--- src/rtl/uart_pkg.sv ---
// uart_pkg: shared state encoding and byte width for the UART transmit arbiter
package uart_pkg;
    localparam int UART_BYTE_W = 8;
    typedef enum logic [1:0] {
        IDLE = 2'b00,
        OWN  = 2'b01,
        SEND = 2'b10
    } arb_state_t;
endpackage

--- src/rtl/rr_pick.sv ---
// rr_pick: combinational round-robin search returning a one-hot pick starting at a pointer
module rr_pick
    import uart_pkg::*;
#(
    parameter int N  = 4,
    parameter int PW = $clog2(N)
) (
    input  logic [N-1:0]  i_req,
    input  logic [PW-1:0] i_ptr,
    output logic [N-1:0]  o_pick,
    output logic          o_found
);
    logic [PW-1:0] w_idx;
    // Scan requests from the pointer upward, wrapping modulo N; first hit wins
    always_comb begin
        o_pick  = '0;
        o_found = 1'b0;
        w_idx   = '0;
        for (int k = 0; k < N; k++) begin
            w_idx = PW'((int'(i_ptr) + k) % N);
            if (!o_found && i_req[w_idx]) begin
                o_pick[w_idx] = 1'b1;
                o_found       = 1'b1;
            end
        end
    end
endmodule

--- src/rtl/uart_tx_arbiter.sv ---
// uart_tx_arbiter: frame-level round-robin sharing of one UART transmitter; UART_ARB_TIMEOUT_EN adds stalled-owner revocation
module uart_tx_arbiter
    import uart_pkg::*;
#(
    parameter int NREQ    = 4,
    parameter int TIMEOUT = 50000
) (
    input  logic                        i_clk,
    input  logic                        i_rst_n,
    input  logic [NREQ-1:0]             i_req_valid,
    input  logic [NREQ*UART_BYTE_W-1:0] i_req_data,
    input  logic [NREQ-1:0]             i_req_last,
    output logic [NREQ-1:0]             o_req_ready,
    output logic                        o_tx_valid,
    output logic [UART_BYTE_W-1:0]      o_tx_data,
    input  logic                        i_tx_ready,
    output logic [NREQ-1:0]             o_grant,
    output logic                        o_busy,
    output logic                        o_timeout_pulse
);
    localparam int PW = $clog2(NREQ);

    arb_state_t             r_state;
    logic [NREQ-1:0]        r_grant;
    logic [PW-1:0]          r_owner;
    logic [PW-1:0]          r_ptr;
    logic [UART_BYTE_W-1:0] r_data;
    logic                   r_last;
    logic                   r_tx_valid;
    logic                   r_busy;
    logic [NREQ-1:0]        w_pick;
    logic                   w_found;
    logic [PW-1:0]          w_pick_idx;
    logic [PW-1:0]          w_next;

    rr_pick #(.N(NREQ), .PW(PW)) u_pick (
        .i_req   (i_req_valid),
        .i_ptr   (r_ptr),
        .o_pick  (w_pick),
        .o_found (w_found)
    );

    // Binary index of the one-hot pick, kept so the owner can address its data slice
    always_comb begin
        w_pick_idx = '0;
        for (int k = 0; k < NREQ; k++)
            if (w_pick[k]) w_pick_idx = PW'(k);
    end

    assign w_next = (r_owner == PW'(NREQ - 1)) ? '0 : r_owner + 1'b1;

`ifdef UART_ARB_TIMEOUT_EN
    logic [31:0] r_cnt;
    logic        r_timeout_pulse;
`else
    logic w_unused_timeout;
    assign w_unused_timeout = ^32'(TIMEOUT);
`endif

    // Arbitration FSM: grant in IDLE, accept one byte in OWN, hand it off in SEND
    always_ff @(posedge i_clk or negedge i_rst_n) begin
        if (!i_rst_n) begin
            r_state    <= IDLE;
            r_grant    <= '0;
            r_owner    <= '0;
            r_ptr      <= '0;
            r_data     <= '0;
            r_last     <= 1'b0;
            r_tx_valid <= 1'b0;
            r_busy     <= 1'b0;
`ifdef UART_ARB_TIMEOUT_EN
            r_cnt           <= '0;
            r_timeout_pulse <= 1'b0;
`endif
        end else begin
`ifdef UART_ARB_TIMEOUT_EN
            r_timeout_pulse <= 1'b0;
`endif
            case (r_state)
                IDLE: if (w_found) begin
                    r_grant <= w_pick;
                    r_owner <= w_pick_idx;
                    r_busy  <= 1'b1;
                    r_state <= OWN;
                end
                OWN: if (i_req_valid[r_owner]) begin
                    r_data     <= i_req_data[int'(r_owner)*UART_BYTE_W +: UART_BYTE_W];
                    r_last     <= i_req_last[r_owner];
                    r_tx_valid <= 1'b1;
                    r_state    <= SEND;
`ifdef UART_ARB_TIMEOUT_EN
                    r_cnt      <= '0;
                end else if (r_cnt == 32'(TIMEOUT) - 32'd1) begin
                    r_cnt           <= '0;
                    r_timeout_pulse <= 1'b1;
                    r_grant         <= '0;
                    r_busy          <= 1'b0;
                    r_ptr           <= w_next;
                    r_state         <= IDLE;
                end else begin
                    r_cnt <= r_cnt + 32'd1;
`endif
                end
                SEND: if (i_tx_ready) begin
                    r_tx_valid <= 1'b0;
                    if (r_last) begin
                        r_grant <= '0;
                        r_busy  <= 1'b0;
                        r_ptr   <= w_next;
                        r_state <= IDLE;
                    end else begin
                        r_state <= OWN;
                    end
                end
                default: r_state <= IDLE;
            endcase
        end
    end

    assign o_req_ready = (r_state == OWN) ? (r_grant & i_req_valid) : '0;
    assign o_tx_valid  = r_tx_valid;
    assign o_tx_data   = r_data;
    assign o_grant     = r_grant;
    assign o_busy      = r_busy;
`ifdef UART_ARB_TIMEOUT_EN
    assign o_timeout_pulse = r_timeout_pulse;
`else
    assign o_timeout_pulse = 1'b0;
`endif
endmodule

--- config.mk ---
export PLATFORM = sky130hd
export DESIGN_NAME = uart_tx_arbiter
export DESIGN_NICKNAME = d
export VERILOG_FILES = /design/src/rtl/uart_pkg.sv /design/src/rtl/rr_pick.sv /design/src/rtl/uart_tx_arbiter.sv
export SDC_FILE = /design/constraint.sdc
export NUM_CORES = 1
export LEC_CHECK = 0
export ABC_AREA = 1
export BUFFER_PORTS_ARGS = -buffer_cell sky130_fd_sc_hd__buf_2
export CAP_MARGIN = 10
export CORE_MARGIN = 1.5
export CORE_UTILIZATION = 49
export CTS_CLUSTER_DIAMETER = 40
export CTS_CLUSTER_SIZE = 16
export DETAILED_ROUTE_END_ITERATION = 8
export GPL_ROUTABILITY_DRIVEN = 0
export PLACE_DENSITY = 0.79
export RECOVER_POWER = 50
export SYNTH_ARGS = -nofsm -noshare
export SYNTH_HDL_FRONTEND = slang
export SYNTH_SLANG_ARGS = --single-unit
--- constraint.sdc ---
create_clock -name i_clk -period 2.6 [get_ports i_clk]
set_clock_uncertainty 0.15 [all_clocks]
set_input_delay 0 -clock i_clk [delete_from_list [all_inputs] [get_ports i_clk]]
set_output_delay 0 -clock i_clk [all_outputs]
set_load 0.01 [all_outputs]
==> out/qor.txt <==
Status: completed
Synth area leaders: dfrtp_1 31%, nand2_1 16%, nor2_1 9.9%, ha_1 6.0%, nand3_1 5.7%
Port Buffers: 60
Commonest non-fill, non-tap cells in the layout: 72 x nand2_1, 50 x buf_2, 44 x nor2_1, 21 x dfrtp_1, 19 x nand3_1
Initial drt markers: 121
Wire per inst: 12.7 um
CP startpoint kind: flop
Root buffer cell: clkbuf_4
First-pass GRT wire length: 6890 um
Clk Latency, worst-skew pair: 310 ps
Critical Path RT: 2710 ps
Lkg Pwr: 1.18 nW
Critical Path End Type: flop
Setup bufs post-CTS: 0
Share of the synthesized area in the top cell type: 0.315
Nets@finish: 374
Vias: 1,874
Fmax: 0.434 GHz
Largest net degree at the start of global routing: 23
Initial antenna violation count: 0
Hold slack: 20.1 ps
Clock Sinks: 21
H-tree levels: 1
R2r endpoint: o_busy$_DFFE_PN0P_
Chip width: 61.4 um
Peak VDD IR: 0.574 mV
Worst R2R Setup Slack: 290 ps
Core Footprint: 0.00331 mm^2
Total negative slack: 0 ps
Post-layout minimum cycle time: 2310 ps
Synth Instances: 246
Share of cells above drive strength 1: 0.242
Synthesis Warnings: 0
Vias in the first global route: 1,588
Rows: 21
Final period util: 0.887
Final WL: 4690 um
Final setup fails: 0
Synth area leader: dfrtp_1
Hold path startpoint: i_req_last[0]
Maxcap violations: 0
GRT Util Overall: 0.248
Final ANT Viol Nets: 0
Pins Over Slew Limit: 0
CTS tree: built
Synth unique cells: 26
DR pass1 iterations: 4
Vias/cell: 5.09
Area Overhead vs Synth: 31.6%
CTS Buffer Depth: 2
Dpl hpwl: 3270 um
Pwr dens: 1160 mW/mm^2
Gr ovfl total: 0
FF+latch count, synth: 21
RSZ-0062 raised after global routing: false
Diode count: 0
Syn_area_per_cell: 6.79 um^2
FF-to-FF path depth: 11
WP data arrival: 2420 ps
Critical path fanouts, max: 11
I/O pin cnt: 62
Register area share after synthesis: 0.315
Net Count, Synth: 297
Worst Setup SP: r_ptr[0]$_DFFE_PN0P_
Worst reg2reg path startpoint: r_ptr[0]$_DFFE_PN0P_
Die height: 61.4 um
Critical Path End: o_busy$_DFFE_PN0P_
Slew headroom: 0.243
Worst hold path type: in2reg
Final Hold Viols: 0
Critical path class: reg2reg
Reg clk slew, reported paths: 120 ps
Number of CTS-inserted buffers: 3
Final Util: 0.664
Post-synthesis cell area: 0.00167 mm^2
Total power: 2.55 mW
Commonest non-fill, non-tap cell in the layout: nand2_1
Slew at the pin with the worst max-slew slack: 1130 ps
DRC: 0
Initial Utilization: 0.505
Die Area: 0.00377 mm^2
## report_power, final
part           internal (mW)  switching, mW
clock network         0.0601          0.103
registers              0.475          0.150
logic                  0.674           1.09
## metal layers
layer | share of wire | vias up | track usage | routed length (um)
met3 | 0.040 | 19 | 0.0378 | 189
met5 | 0 | - | 0 | 0
met2 | 0.47 | 56 | 0.365 | 2230
li1 | - | 949 | - | -
met1 | 0.45 | 850 | 0.354 | 2110
met4 | 0.035 | 0 | 0.131 | 162
## area by class of cell
type                    instances  area (um^2)
well taps                      46         57.6
multi-input cells             195         1020
flip-flops and latches         21          526
clock buffers                   4         26.3
inverters                      22         82.6
repair buffers                 80          483
fillers                       297         1110
## state kept, by name, summed over array words and instances (netlist names)
name and count:
o_busy 1, o_grant 4, o_tx_data 8, o_tx_valid 1, r_last 1, r_owner 2
r_ptr 2, r_state 2
## synth_stat cells
| master | count |
|---|---|
| o211a_1 | 1 |
| nand4_1 | 1 |
| buf_2 | 1 |
| clkbuf_1 | 5 |
| nand4_2 | 1 |
| o32ai_1 | 9 |
| inv_1 | 17 |
| inv_2 | 4 |
| o31ai_1 | 1 |
| nand2_2 | 4 |
| clkinv_1 | 1 |
| nand3_1 | 19 |
| buf_4 | 2 |
| nor2_4 | 1 |
| a21oi_1 | 7 |
| o21ai_0 | 13 |
| nand2_4 | 4 |
| nor2_2 | 2 |
| conb_1 | 1 |
| nor2_1 | 44 |
| nand2_1 | 72 |
| a21oi_2 | 1 |
| o211ai_4 | 1 |
| dfrtp_1 | 21 |
| nand3_2 | 5 |
| ha_1 | 8 |
## kinds of logic after synthesis
group / after synthesis / synth area share
compound gates: 33 / 0.136
fa+ha+maj: 8 / 0.0599
buf+inv: 30 / 0.0726
flops: 21 / 0.315
other cells: 1 / 0.00225
simple gates: 153 / 0.415
## how the worst min path moves through the flow
stage / to / cells after the start / slack [ps]
final: r_last$_DFFE_PN0P_ / 5 / 20
after global routing: r_last$_DFFE_PN0P_ / 5 / 20
after CTS: r_state[1]$_DFFE_PN0P_ / 2 / 20
after detailed placement: o_tx_data[3]$_DFFE_PN0P_ / 1 / -170
after global placement: o_tx_data[3]$_DFFE_PN0P_ / 1 / -170
after floorplan: o_busy$_DFFE_PN0P_ / 0 / -450
## per-stage QoR
stage | instances | instance area [um^2] | setup slack [ps]
floorplan | 246 | 1670 | 615
detailed placement | 346 | 2000 | 355
global route | 368 | 2200 | 149
CTS | 368 | 2210 | 335
global placement | 346 | 2000 | 422
finish | 368 | 2200 | 294
## worst max-delay path, cell delays in order, from the launching register on
cell and delay, ps:
dfrtp_1 570, inv_2 150, ha_1 380, inv_1 140
nand3_2 120, nand2_4 100, nand2_4 60, nor2_4 110
nand2_4 80, o211ai_4 230, nand2_1 90, nand2_1 70
## what timing repair did
| action | in CTS | in global routing |
|---|---|---|
| hold endpoints to repair | 34 | 0 |
| resized for setup | 0 | 0 |
| hold buffers | 18 | 0 |
Note: power is estimated with default switching activity, not from simulation.
